$ cat src/rtl/xor_accum.sv
// xor_accum: frame-wise XOR fold of a valid/ready word stream into a checksum, parity, beat count and overflow flag.
// Optional build macro XOR_ACCUM_ROTATE_EN rotates the accumulator left by one before each fold (order-sensitive sum).
module xor_accum #(
  parameter  int WIDTH   = 16,
  parameter  int MAX_LEN = 256,
  localparam int CW      = $clog2(MAX_LEN + 1)
) (
  input  logic             clk,
  input  logic             reset,
  input  logic             in_valid,
  output logic             in_ready,
  input  logic [WIDTH-1:0] in_data,
  input  logic             in_last,
  output logic             out_valid,
  input  logic             out_ready,
  output logic [WIDTH-1:0] out_sum,
  output logic             out_parity,
  output logic [CW-1:0]    out_count,
  output logic             out_overflow
);

  typedef enum logic {S_ACCUM = 1'b0, S_HOLD = 1'b1} state_t;

  localparam logic [CW-1:0] LP_MAX = CW'(MAX_LEN);

  state_t           r_state;
  logic [WIDTH-1:0] r_acc;
  logic [CW-1:0]    r_cnt;
  logic             r_ovf;

  logic             w_accept;
  logic [WIDTH-1:0] w_acc_nxt;
  logic [CW-1:0]    w_cnt_nxt;
  logic             w_close;

  // Shift form of the rotate degenerates to identity when WIDTH==1.
  function automatic logic [WIDTH-1:0] fold_f(input logic [WIDTH-1:0] a);
`ifdef XOR_ACCUM_ROTATE_EN
    return (a << 1) | (a >> (WIDTH - 1));
`else
    return a;
`endif
  endfunction

  assign w_accept  = in_valid && (r_state == S_ACCUM);
  assign w_acc_nxt = fold_f(r_acc) ^ in_data;
  assign w_cnt_nxt = r_cnt + CW'(1);
  assign w_close   = in_last || (w_cnt_nxt == LP_MAX);

  always_ff @(posedge clk) begin
    if (reset) begin
      r_state <= S_ACCUM;
      r_acc   <= '0;
      r_cnt   <= '0;
      r_ovf   <= 1'b0;
    end else begin
      case (r_state)
        S_ACCUM: begin
          if (w_accept) begin
            r_acc <= w_acc_nxt;
            r_cnt <= w_cnt_nxt;
            if (w_close) begin
              r_ovf   <= !in_last;
              r_state <= S_HOLD;
            end
          end
        end
        S_HOLD: begin
          if (out_ready) begin
            r_acc   <= '0;
            r_cnt   <= '0;
            r_ovf   <= 1'b0;
            r_state <= S_ACCUM;
          end
        end
        default: r_state <= S_ACCUM;
      endcase
    end
  end

  assign in_ready     = (r_state == S_ACCUM);
  assign out_valid    = (r_state == S_HOLD);
  assign out_sum      = r_acc;
  assign out_parity   = ^r_acc;
  assign out_count    = r_cnt;
  assign out_overflow = r_ovf;

endmodule

$ cat config.mk
export PLATFORM = sky130hd
export DESIGN_NAME = xor_accum
export DESIGN_NICKNAME = d
export VERILOG_FILES = /design/src/rtl/xor_accum.sv
export SDC_FILE = /design/constraint.sdc
export NUM_CORES = 1
export LEC_CHECK = 0
export CAP_MARGIN = 10
export CORE_ASPECT_RATIO = 0.7
export CORE_UTILIZATION = 30
export DETAILED_ROUTE_END_ITERATION = 16
export RECOVER_POWER = 25
export SLEW_MARGIN = 20
export SYNTH_ARGS = -nofsm -noshare
export SYNTH_HDL_FRONTEND = slang
export SYNTH_SLANG_ARGS = --single-unit
$ cat constraint.sdc
create_clock -name clk -period 1.8 [get_ports clk]
set_clock_uncertainty 0.15 [all_clocks]
set_input_delay 0.54 -clock clk [delete_from_list [all_inputs] [get_ports clk]]
set_output_delay 0.54 -clock clk [all_outputs]
set_load 0.03 [all_outputs]
==> out/results.ini <==
[yosys]
netlist_area_um2=1388
syn_nets=186
avgSynthCellArea_um2=8.513
synth_cell_type_count=33
ys_seq_elements=27
synth_warnings=0
yosysSeqAreaShare=0.3895
netlist_instances=163

[worst_setup_path]
path_class=register to primary output
cp-start-kind=register
worstSetupEndpointType=primary output
critical_path_required_ns=1.11
reg2reg_depth=6
cp.arrival_ns=1.47
crit_fanout=2

[global_route]
grt_max_degree=17
grt_pass1_wl_um=5699
antenna_found_initial=0
grt_use_total=0.1487
grt_overflow=0
grt_pass1_vias=1162

[placed_design]
io_buffers=49
hpwlAfterDp_um=2707
gp_congestion=0.7884
place_inst=292

[sta]
grt_setup_unrepaired=yes
min_period_ns=2.158
fmax_mhz=463.4
drv_slew=0
report.final.setup_viol=1
post-route-period-util=1.199
finalHoldViolCount=0
relSlewSlack=0.7472
tightest_slew_ns=0.3792
setup_ws_ns=-0.3577

[pwr]
finalPower_mw=1.797
p_leak_nw=0.9894
power_density_nw_per_um2=802.6
vdd_drop_max_v=0.0005763

[detailed_routing]
wirelength_um=3603
vias_per_cell=4.539
num_vias=1348
drt_pass1_iterations=4
wl_per_cell_um=12.13
ant_nets=0
drc=0
drt_iter0_drc=67

[finish]
final_nets=266
stdcell_count=297
most-common-layout-cells=buf_4 (36), nor2_1 (26), nand2_1 (20), clkdlybuf4s50_1 (20)
antenna_cells=0
area_growth_pct=61.41
layout-drive-gt1-share=0.3884
final_common_cell=buf_4

[floorplan]
placementRows=20
die_h_um=58.90
coreArea_um2=4379
ios=50
die_w_um=83.29
dieArea_um2=4905
initial_core_util=0.3169

[clocking]
root_buffer=clkbuf_8
clkTransAtPathRegs_ns=0.09
htree_levels=1
cts_buffers=3
clock_path_buffers=2
cts_tree=done
clock_latency_ns=0.27
cts_setup_buffers=0
clock_sinks=27

[outcome]
status=finished, violations left
violations=negative setup slack

[worst_hold_path]
worstHoldPathCells=2
hold_path_class=register to register

[flow_run]
cap_violations=0

## Yosys cell counts (all sizes together)
library cell	count	share of area
a311oi	1	0.0063
nand4	1	0.0045
a2bb2oi	1	0.0063
o21ai	6	0.024
or3b	1	0.0063
nor3	3	0.019
xnor2	18	0.11
nor2	27	0.073
clkbuf	7	0.019
a41oi	1	0.0063
xor2	18	0.11
ha	2	0.018
a221o	1	0.0072
nand2b	2	0.0090
a21o	1	0.0063
nand3	3	0.023
or4b	1	0.0072
nor2b	2	0.0090
nor4	2	0.0090
inv	1	0.0027
nand2	22	0.061
a31oi	2	0.0090
o22ai	1	0.0045
a22oi	2	0.011
nand3b	1	0.0054
a21oi	8	0.029
a31o	1	0.0063
dfxtp	27	0.39
## registers in the layout, summed over array words and instances (netlist names)
name          flops
out_overflow      1
out_count         9
out_valid         1
out_sum          16
## path summary, 6_finish.rpt
path | to | slack [ns] | from
max reg2reg | out_overflow | 0.11 | out_count[0]
max | out_parity | -0.36 | out_sum[2]
min | out_overflow | 0.32 | out_overflow
min reg2reg | out_overflow | 0.32 | out_overflow
## layout make-up
cell class,count,area (µm²)
Clock buffer,3,41.29
Clock inverter,1,5.005
Fill cell,409,2140
Inverter,1,3.754
Multi-Input combinational cell,128,895.9
Sequential cell,27,573.1
Tap cell,55,68.82
Timing Repair Buffer,82,651.9
## worst max-delay path, cell delays in order (launching register included)
cell	delay (ns)
dfxtp_2	0.34
xnor2_2	0.13
xnor2_1	0.23
xnor2_1	0.19
xnor2_2	0.15
buf_6	0.15
## metal layers
metal / track usage / vias up / part of all wire
met2: 0.1944 / 33 / 0.39
met1: 0.2356 / 614 / 0.55
li1: - / 701 / -
met5: 0 / - / 0
met4: 0.03448 / 0 / 0
met3: 0.03787 / 0 / 0.052
## cell families after synthesis
group | count (synthesis) | share of synthesized area
compound gates | 25 | 0.1163
buf+inv | 8 | 0.02164
xor+xnor | 36 | 0.2272
fa+ha+maj | 2 | 0.01803
flops | 27 | 0.3895
simple gates | 65 | 0.2272
## where the power goes
| group | internal [mW] | switching, mW | total [mW] |
|---|---|---|---|
| combinational | 0.384 | 0.392 | 0.776 |
| clock | 0.155 | 0.184 | 0.339 |
| sequential | 0.642 | 0.0406 | 0.683 |
## what timing repair did
| item | in CTS | in global routing |
|---|---|---|
| hold buffers | 0 | 0 |
| resized for setup | 32 | 27 |
| endpoints found under the setup margin | 19 | 26 |
| pin swaps | 4 | 7 |
| cloned | 0 | 1 |
## metrics by stage
stage	setup slack, ns	setup TNS [ns]	util	cell area [µm²]	hold WS, ns
3_5_place_dp	-0.3081	-4.253	0.5020	2198	0.3118
6_report	-0.3577	-0.3577	0.5114	2240	0.3163
4_1_cts	-0.3931	-0.3931	0.5131	2247	0.3264
2_1_floorplan	-0.09531	-0.09531	-	1443	0.4153
5_1_grt	-0.4358	-0.5164	0.5114	2240	0.3399
3_3_place_gp	-0.2821	-4.080	0.5020	2198	0.2927
(Power assumes the default switching activity.)
